[src/rtl/hack_kbd_pkg.sv]
// Shared definitions for the PS/2 keyboard receiver: Hack key codes, PS/2 prefix bytes, RX states.
package hack_kbd_pkg;

    localparam logic [15:0] KEY_NEWLINE   = 16'd128;
    localparam logic [15:0] KEY_BACKSPACE = 16'd129;
    localparam logic [15:0] KEY_LEFT      = 16'd130;
    localparam logic [15:0] KEY_UP        = 16'd131;
    localparam logic [15:0] KEY_RIGHT     = 16'd132;
    localparam logic [15:0] KEY_DOWN      = 16'd133;
    localparam logic [15:0] KEY_HOME      = 16'd134;
    localparam logic [15:0] KEY_END       = 16'd135;
    localparam logic [15:0] KEY_PGUP      = 16'd136;
    localparam logic [15:0] KEY_PGDN      = 16'd137;
    localparam logic [15:0] KEY_INSERT    = 16'd138;
    localparam logic [15:0] KEY_DELETE    = 16'd139;
    localparam logic [15:0] KEY_ESC       = 16'd140;
    localparam logic [15:0] KEY_F1        = 16'd141;
    localparam logic [15:0] KEY_F12       = 16'd152;

    localparam logic [7:0] PS2_BREAK = 8'hF0;
    localparam logic [7:0] PS2_EXT   = 8'hE0;

    typedef enum logic [1:0] {
        RX_IDLE,
        RX_DATA,
        RX_PARITY,
        RX_STOP
    } rx_state_t;

endpackage

[src/rtl/ps2_scancode_map.sv]
// Combinational lookup from a set-2 scancode (with E0-extended flag) to a Hack key code; 0 = unmapped.
module ps2_scancode_map
    import hack_kbd_pkg::*;
(
    input  logic        ext,
    input  logic [7:0]  scan_byte,
    output logic [15:0] code
);

    always_comb begin
        code = 16'd0;
        if (ext) begin
            case (scan_byte)
                8'h6B: code = KEY_LEFT;
                8'h75: code = KEY_UP;
                8'h74: code = KEY_RIGHT;
                8'h72: code = KEY_DOWN;
                8'h6C: code = KEY_HOME;
                8'h69: code = KEY_END;
                8'h7D: code = KEY_PGUP;
                8'h7A: code = KEY_PGDN;
                8'h70: code = KEY_INSERT;
                8'h71: code = KEY_DELETE;
                default: code = 16'd0;
            endcase
        end else begin
            case (scan_byte)
                8'h1C: code = 16'd65;  8'h32: code = 16'd66;  8'h21: code = 16'd67;
                8'h23: code = 16'd68;  8'h24: code = 16'd69;  8'h2B: code = 16'd70;
                8'h34: code = 16'd71;  8'h33: code = 16'd72;  8'h43: code = 16'd73;
                8'h3B: code = 16'd74;  8'h42: code = 16'd75;  8'h4B: code = 16'd76;
                8'h3A: code = 16'd77;  8'h31: code = 16'd78;  8'h44: code = 16'd79;
                8'h4D: code = 16'd80;  8'h15: code = 16'd81;  8'h2D: code = 16'd82;
                8'h1B: code = 16'd83;  8'h2C: code = 16'd84;  8'h3C: code = 16'd85;
                8'h2A: code = 16'd86;  8'h1D: code = 16'd87;  8'h22: code = 16'd88;
                8'h35: code = 16'd89;  8'h1A: code = 16'd90;
                8'h45: code = 16'd48;  8'h16: code = 16'd49;  8'h1E: code = 16'd50;
                8'h26: code = 16'd51;  8'h25: code = 16'd52;  8'h2E: code = 16'd53;
                8'h36: code = 16'd54;  8'h3D: code = 16'd55;  8'h3E: code = 16'd56;
                8'h46: code = 16'd57;
                8'h29: code = 16'd32;
                8'h5A: code = KEY_NEWLINE;
                8'h66: code = KEY_BACKSPACE;
                8'h76: code = KEY_ESC;
                8'h05: code = KEY_F1;
                8'h06: code = 16'd142;  8'h04: code = 16'd143;  8'h0C: code = 16'd144;
                8'h03: code = 16'd145;  8'h0B: code = 16'd146;  8'h83: code = 16'd147;
                8'h0A: code = 16'd148;  8'h01: code = 16'd149;  8'h09: code = 16'd150;
                8'h78: code = 16'd151;
                8'h07: code = KEY_F12;
                default: code = 16'd0;
            endcase
        end
    end

endmodule

[src/rtl/ps2_keyboard_rx.sv]
// PS/2 keyboard receiver: conditions ps_clk/ps_data, deframes bytes, tracks the held Hack key code.
// Define PS2_EXT_KEYS_EN to decode E0-prefixed keys (arrows, Home/End, PgUp/PgDn, Ins/Del).
module ps2_keyboard_rx
    import hack_kbd_pkg::*;
#(
    parameter int FILTER_LEN  = 8,
    parameter int TIMEOUT_CYC = 50000
) (
    input  logic        clk_50,
    input  logic        rst,
    input  logic        ps_clk,
    input  logic        ps_data,
    output logic [15:0] key_code,
    output logic        key_strobe,
    output logic        frame_err
);

    localparam int FCW = $clog2(FILTER_LEN) + 1;
    localparam int TCW = $clog2(TIMEOUT_CYC + 1);

    logic [1:0]     clk_sync, data_sync;
    logic           filt_clk;
    logic [FCW-1:0] filt_cnt;
    logic           fall_pulse, sample_bit;
    logic [TCW-1:0] timer;
    logic           timeout;

    rx_state_t      state, state_n;
    logic [7:0]     shift_reg, shift_n;
    logic [2:0]     bit_cnt, bit_cnt_n;
    logic           parity_bit, parity_n;
    logic           byte_valid, byte_valid_n, frame_err_n;

    logic           brk_flag, ext_flag;
    logic [15:0]    map_code;

    // Synchronise both lines, then only accept a ps_clk level after FILTER_LEN agreeing samples.
    always_ff @(posedge clk_50 or posedge rst) begin
        if (rst) begin
            clk_sync   <= 2'b11;
            data_sync  <= 2'b11;
            filt_clk   <= 1'b1;
            filt_cnt   <= '0;
            fall_pulse <= 1'b0;
            sample_bit <= 1'b1;
        end else begin
            clk_sync   <= {clk_sync[0], ps_clk};
            data_sync  <= {data_sync[0], ps_data};
            fall_pulse <= 1'b0;
            sample_bit <= data_sync[1];
            if (clk_sync[1] != filt_clk) begin
                if (filt_cnt == FCW'(FILTER_LEN - 1)) begin
                    filt_clk   <= clk_sync[1];
                    filt_cnt   <= '0;
                    fall_pulse <= filt_clk;
                end else begin
                    filt_cnt <= filt_cnt + FCW'(1);
                end
            end else begin
                filt_cnt <= '0;
            end
        end
    end

    assign timeout = (timer >= TCW'(TIMEOUT_CYC - 1));

    always_ff @(posedge clk_50 or posedge rst) begin
        if (rst) begin
            state      <= RX_IDLE;
            shift_reg  <= '0;
            bit_cnt    <= '0;
            parity_bit <= 1'b0;
            byte_valid <= 1'b0;
            frame_err  <= 1'b0;
            timer      <= '0;
        end else begin
            state      <= state_n;
            shift_reg  <= shift_n;
            bit_cnt    <= bit_cnt_n;
            parity_bit <= parity_n;
            byte_valid <= byte_valid_n;
            frame_err  <= frame_err_n;
            if (state == RX_IDLE || fall_pulse)
                timer <= '0;
            else if (!timeout)
                timer <= timer + TCW'(1);
        end
    end

    // Frame FSM: one step per filtered falling edge; a stalled partial frame is dropped on timeout.
    always_comb begin
        state_n      = state;
        shift_n      = shift_reg;
        bit_cnt_n    = bit_cnt;
        parity_n     = parity_bit;
        byte_valid_n = 1'b0;
        frame_err_n  = 1'b0;
        if (state != RX_IDLE && timeout && !fall_pulse) begin
            state_n     = RX_IDLE;
            frame_err_n = 1'b1;
        end else if (fall_pulse) begin
            case (state)
                RX_IDLE: begin
                    if (!sample_bit) begin
                        state_n   = RX_DATA;
                        bit_cnt_n = '0;
                    end else begin
                        frame_err_n = 1'b1;
                    end
                end
                RX_DATA: begin
                    shift_n = {sample_bit, shift_reg[7:1]};
                    if (bit_cnt == 3'd7)
                        state_n = RX_PARITY;
                    else
                        bit_cnt_n = bit_cnt + 3'd1;
                end
                RX_PARITY: begin
                    parity_n = sample_bit;
                    state_n  = RX_STOP;
                end
                RX_STOP: begin
                    if (sample_bit && (^{shift_reg, parity_bit}))
                        byte_valid_n = 1'b1;
                    else
                        frame_err_n = 1'b1;
                    state_n = RX_IDLE;
                end
                default: state_n = RX_IDLE;
            endcase
        end
    end

    ps2_scancode_map u_map (
        .ext       (ext_flag),
        .scan_byte (shift_reg),
        .code      (map_code)
    );

    // Make/break decoder: last make wins; a break only clears the key currently held.
    always_ff @(posedge clk_50 or posedge rst) begin
        if (rst) begin
            key_code   <= '0;
            key_strobe <= 1'b0;
            brk_flag   <= 1'b0;
            ext_flag   <= 1'b0;
        end else begin
            key_strobe <= 1'b0;
            if (byte_valid) begin
                if (shift_reg == PS2_BREAK) begin
                    brk_flag <= 1'b1;
                end else if (shift_reg == PS2_EXT) begin
`ifdef PS2_EXT_KEYS_EN
                    ext_flag <= 1'b1;
`else
                    ext_flag <= 1'b0;
`endif
                end else begin
                    brk_flag <= 1'b0;
                    ext_flag <= 1'b0;
                    if (!brk_flag && map_code != 16'd0 && map_code != key_code) begin
                        key_code   <= map_code;
                        key_strobe <= 1'b1;
                    end else if (brk_flag && map_code != 16'd0 && map_code == key_code) begin
                        key_code   <= 16'd0;
                        key_strobe <= 1'b1;
                    end
                end
            end
        end
    end

endmodule

[config.mk]
export PLATFORM = sky130hd
export DESIGN_NAME = ps2_keyboard_rx
export DESIGN_NICKNAME = d
export VERILOG_FILES = /design/src/rtl/hack_kbd_pkg.sv /design/src/rtl/ps2_scancode_map.sv /design/src/rtl/ps2_keyboard_rx.sv
export SDC_FILE = /design/constraint.sdc
export NUM_CORES = 1
export LEC_CHECK = 0
export CORE_ASPECT_RATIO = 1.5
export CORE_MARGIN = 2
export CORE_UTILIZATION = 60
export DETAILED_ROUTE_END_ITERATION = 8
export GPL_TIMING_DRIVEN = 0
export HOLD_SLACK_MARGIN = 0.1
export PLACE_DENSITY = 0.82
export SLEW_MARGIN = 20
export SYNTH_ARGS = -nofsm -noshare
export SYNTH_HDL_FRONTEND = slang
export SYNTH_SLANG_ARGS = --single-unit
[constraint.sdc]
create_clock -name clk_50 -period 8.9 [get_ports clk_50]
set_input_delay 1.78 -clock clk_50 [delete_from_list [all_inputs] [get_ports clk_50]]
set_output_delay 1.78 -clock clk_50 [all_outputs]
set_load 0.05 [all_outputs]
==> Word-level counts from Yosys, hierarchy flattened <==
Memories as Yosys holds them, arrays and structs flattened.
Cells that the tools add are included.
{ "word_totals": {"reg_bits": 61, "rom_bits": 2048, "input_bits": 4, "out_inout_bits": 18, "mem_count": 1} }
{ "mem_list": {"columns": ["memory", "depth", "width", "read_ports", "rd_clocked_by_memory_dff", "write_ports", "line_no", "source"], "rows": [
  ["(no name shown)", 256, 8, 1, 0, 0, "ps2_scancode_map.sv:27", "case (scan_byte)"]
]} }
{ "classes": {"addsub": 3, "order_cmp": 1, "eq_ne": 16, "muxes": 32, "bitwise_logic": 3, "reduce_logical": 24} }
{ "ops": {"columns": ["cell", "count"], "rows": [
  ["16-bit two-way mux", 4],
  ["1-bit two-way mux", 17],
  ["16-bit by 1-bit adder with 16-bit output (second input constant)", 1],
  ["16-bit == test", 1],
  ["8-bit == test (second input constant)", 2],
  ["16-bit greater-or-equal comparator (second input constant)", 1],
  ["16-bit inequality test", 1],
  ["16-bit nonzero test", 1],
  ["3-bit AND reduction", 3],
  ["9-bit XOR reduction", 1],
  ["2-bit two-way mux", 4],
  ["4-bit two-way mux", 2],
  ["2-bit case mux with 4 select lines", 1],
  ["2-bit nonzero test", 4],
  ["1-bit logical AND", 7],
  ["3-bit two-way mux", 2],
  ["2-bit inequality test (second input constant)", 3],
  ["3-bit case mux with 2 select lines", 1],
  ["5-bit AND reduction", 1],
  ["4-bit by 1-bit adder with 4-bit output (second input constant)", 1],
  ["2-bit == test (second input constant)", 2],
  ["4-bit by 3-bit == test with 1-bit output (second input constant)", 1],
  ["2-bit AND reduction", 2],
  ["4-bit AND reduction", 1],
  ["12 further kinds", 15]
]} }

==> Depth between registers and ports, before layout <==
An unclocked memory read counts as a cell.
{ "logic_depth": {"depth_word": 9, "ltp_mapped": 14, "ltp_nobuf": 11} }

==> Cells and area by module <==
Synthesis repeated with hierarchy kept, for this count alone.
{ "hier_totals": {"cells_unflattened": 501, "area_unflattened_um2": 4520.6} }
{ "modules_own_cells": {"columns": ["module", "n_inst", "cells_each", "area_per_inst_um2", "seq_area_each_um2"], "rows": [
  ["ps2_keyboard_rx", 1, 303, 3195.6, 1534.0],
  ["ps2_scancode_map", 1, 198, 1325.0, 0.0]
]} }

==> Worst setup path before layout <==
OpenSTA, ideal clock, no wires.
{ "synth_path": {"path_type": "flip-flop to flip-flop", "start": "register shift_reg[0]", "end": "register key_code[7]", "t_arrival_ps": 3120, "setup_slack_ps": 5648, "path_stages_with_launch": 14, "n_path_buf": 2, "cell_sequence": "dfrtp_1 buf_2 inv_1 ha_1 or2_2 a311oi_1 a31oi_4 xnor2_1 or4_1 o211ai_1 nand4b_2 buf_6 a32o_1 or3_1"} }
{ "synth_between": {"elab_chain_len": 6, "elab_cells_between_ends": 15} }
{ "synth_lines": {"columns": ["element", "line_no", "source"], "rows": [
  ["start: declaration", "ps2_keyboard_rx.sv:29", "logic [7:0] shift_reg, shift_n;"],
  ["start signal: assignment", "ps2_keyboard_rx.sv:78", "shift_reg <= shift_n;"],
  ["memory 256 x 8 bit", null, null],
  ["16-bit nonzero test", "ps2_keyboard_rx.sv:161, ps2_keyboard_rx.sv:164", null],
  ["1-bit logical AND (on tied branches) (2 in a row)", "ps2_keyboard_rx.sv:161, ps2_keyboard_rx.sv:164", null],
  ["2-bit nonzero test (no source line)", null, null],
  ["4-bit AND reduction (no source line)", null, null],
  ["end signal: assignment", "ps2_keyboard_rx.sv:162", "key_code <= map_code;"],
  ["end: declaration", "ps2_keyboard_rx.sv:13", "output logic [15:0] key_code,"]
]} }
Parallel ways exist; a longest one is shown, timed or not.
A chain may end at the register's enable or synchronous reset.

==> Worst setup path after layout <==
{ "layout_path": {"start": "register shift_reg[1]", "end": "register key_code[7]"} }
The elaborated chain is that of the path after synthesis.

==> flow_summary.ini <==
[worst_setup_path]
worstSetupStartpoint = shift_reg[1]
r2r_cells = 13
worst-endpoint-arrival_ns = 3.97
rrSetupSlack_ns = 5.13
critPathMaxFanout = 10
max_stage_delay_ns = 0.52
critPathCaptureType = register
r2r_start = shift_reg[1]
required_ns = 9.10
crit_slowest_cell = or4_1
startpoint_type = register
crit_chain = buf_2, inv_1, ha_1, nand2_1, a32oi_1, o21ai_0, a31oi_1, or4_1, o211ai_1, nand4b_2, buf_6, a32o_1, or3_1
rr_endpoint = key_code[7]
crit_type = reg -> reg

[run]
cap_viol_max_count = 0

[die]
io_pins = 22
std_cell_rows = 35
die_y_um = 102
initial_core_util_pct = 62.7
core_area_sq_um = 6170
die-area_sq_um = 7130
die_w_um = 69.6

[routing]
drt_iter0_markers = 420
wl_per_cell_um = 17.7
wl_met2_mm = 4.66
routed_wl_mm = 9.53
avgViaCountPerCell = 6.41
drtPass1Iterations = 5
vias = 3456
route.top_layer_used = met4
drc = 0
dr_wl_met3_um = 432
ant_nets = 0
wl_met1_mm = 3.82

[sta]
fmax_mhz = 265
hold_violations = 0
worst_pin_slew_ns = 0.681
fin_skew_ns = 0.0105
layout_setup_ws_ns = 5.13
finalSetupViolations = 0
grt_setup_unrepaired = false
min_period_ns = 3.77
setup_tns_ns = 0
fin_hold_ws_ns = 0.355
max-slew-margin-rel_pct = 54.3
min_period_over_period_pct = 42.4
drv_slew = 0

[finish]
final_common_cell = dfrtp_1
n_antenna_cell = 0
nets = 485
stdcell_area_sq_um = 4230
areaGrowthSynthToFinish_pct = 9.11
fin_util_pct = 68.4
layout_common_cells = 47 x dfrtp_1, 41 x nand2_1, 38 x nor2_1
largest_register_ffs = 16
drive_above_1_share_pct = 13.3
final.fill_count = 501

[logic_synthesis]
synth-seq-area-share_pct = 34.4
synth_top_area_cell = dfrtp_1
syn_area_sq_um = 3870
ys_ff_latch = 53
synth_top_area_share_pct = 30.4
avgSynthCellArea_sq_um = 8.88
yosys_warnings = 0
synth.area.top_cells = dfrtp_1 30%, ha_1 5.5%, dfstp_2 4.1%, nand2_1 4.0%, nor2_1 3.7%
ys_async_sr_fraction_pct = 100
synth_cells = 436
synth_ff_type = dfrtp_1
synth_edf_count = 0
ys_types = 69

[worst_hold_path]
min_path_type = reg -> reg
hold_depth = 0
hold-path-endpoint = data_sync[1]
worstHoldStart = data_sync[0]

[global_route]
grt_usage_pct = 27.3
antenna_found_initial = 0
grt-ovfl-total = 0
grt_pass1_wl_mm = 15.5
grt_start_max_net_pins = 29
grt_pass1_vias = 3276

[clocking]
clk_latency_ns = 0.30
numCtsBuffers = 5
cts_resized = 0
hold_buffers = 0
cts.clk_slew.worst_paths_ns = 0.10
clockBufferDepth = 2
htreeDepth = 2
root_buffer = clkbuf_8
cts_tree = yes
cts_num_sinks = 53
cts_setup_buffers = 0

[place]
gp_congestion = 0.999
io_buffers = 13
dp_hpwl_mm = 7.07
place_ws_ns = 5.24
place_area_sq_um = 4140

[outcome]
status = finished clean

[pwr]
cellLeakagePower_nw = 1.83
powerDensity_nw_per_um2 = 101
peakVddDrop_mv = 0.0835
## critical path: cells and delay by family, from the launching register on
family | cells | cell delay, ns
compound gates | 5 | 1.05
fa+ha+maj | 1 | 0.29
buf+inv | 3 | 0.63
flops | 1 | 0.43
simple gates | 4 | 1.25
## through the flow
step / total power [W] / instances
after floorplan: 0.000290 / 443
after global placement: 0.000295 / 530
after detailed placement: 0.000297 / 531
after CTS: 0.000429 / 539
after global routing: 0.000444 / 539
final: 0.000425 / 539
## report_power, final
group,total [W],internal (W),leakage (nW),switching (W)
combinational,0.0000347,0.0000141,1.08,0.0000206
clock,0.000133,0.0000559,0.0385,0.0000768
sequential,0.000258,0.000252,0.717,0.00000627
## how the worst max path moves through the flow
stage | to | slack, ns | cells past startpoint
after floorplan | key_code[7] | 5.65 | 13
after global placement | shift_reg[0] | 4.96 | 2
after detailed placement | key_code[7] | 5.24 | 13
after CTS | key_code[7] | 5.22 | 13
after global routing | key_code[0] | 4.94 | 14
final | key_code[7] | 5.13 | 13
## cell families (layout without fill, tap and decap cells)
family / after synthesis / in the layout / share of synthesized area (%)
AO/OA/AOI/OAI: 92 / 92 / 17.2
XOR/XNOR: 27 / 27 / 6.10
adder cells (fa/ha/maj): 17 / 17 / 5.49
buffers and inverters: 47 / 69 / 6.65
flip-flops: 53 / 53 / 34.4
multiplexers: 15 / 15 / 4.49
other: 1 / 8 / 0.0968
AND/OR/NAND/NOR: 184 / 184 / 25.5
## Yosys cell counts (7+ instances only)
cell type  instances
nand3_1           19
nand2_1           41
a211oi_1           8
buf_4             12
ha_1              17
clkbuf_1           8
dfrtp_1           47
a31oi_1           10
o21ai_0           18
a21oi_1           13
nor3_1             9
mux2_2             8
buf_2             11
xnor2_1           14
nand4_1            7
xor2_1            13
inv_1             11
nor2_1            38
nand2b_1          15
## layer usage
layer | up-vias | track usage (%)
li1 | 1611 | -
met1 | 1631 | 31.7
met2 | 160 | 48.1
met3 | 54 | 3.35
met4 | 0 | 16.7
met5 | - | 0
## final cells by class
type                       count  area, sq um  share of cell area, %
multi-input combinational    343         2310                   54.6
sequential                    53         1330                   31.6
buffer                        36          216                   5.12
timing repair buffer          14          150                   3.55
tap                           74         92.6                   2.19
clock buffer                   7         76.3                   1.81
inverter                      11         41.3                  0.977
clock inverter                 1         7.51                  0.178
(Power assumes the default switching activity.)
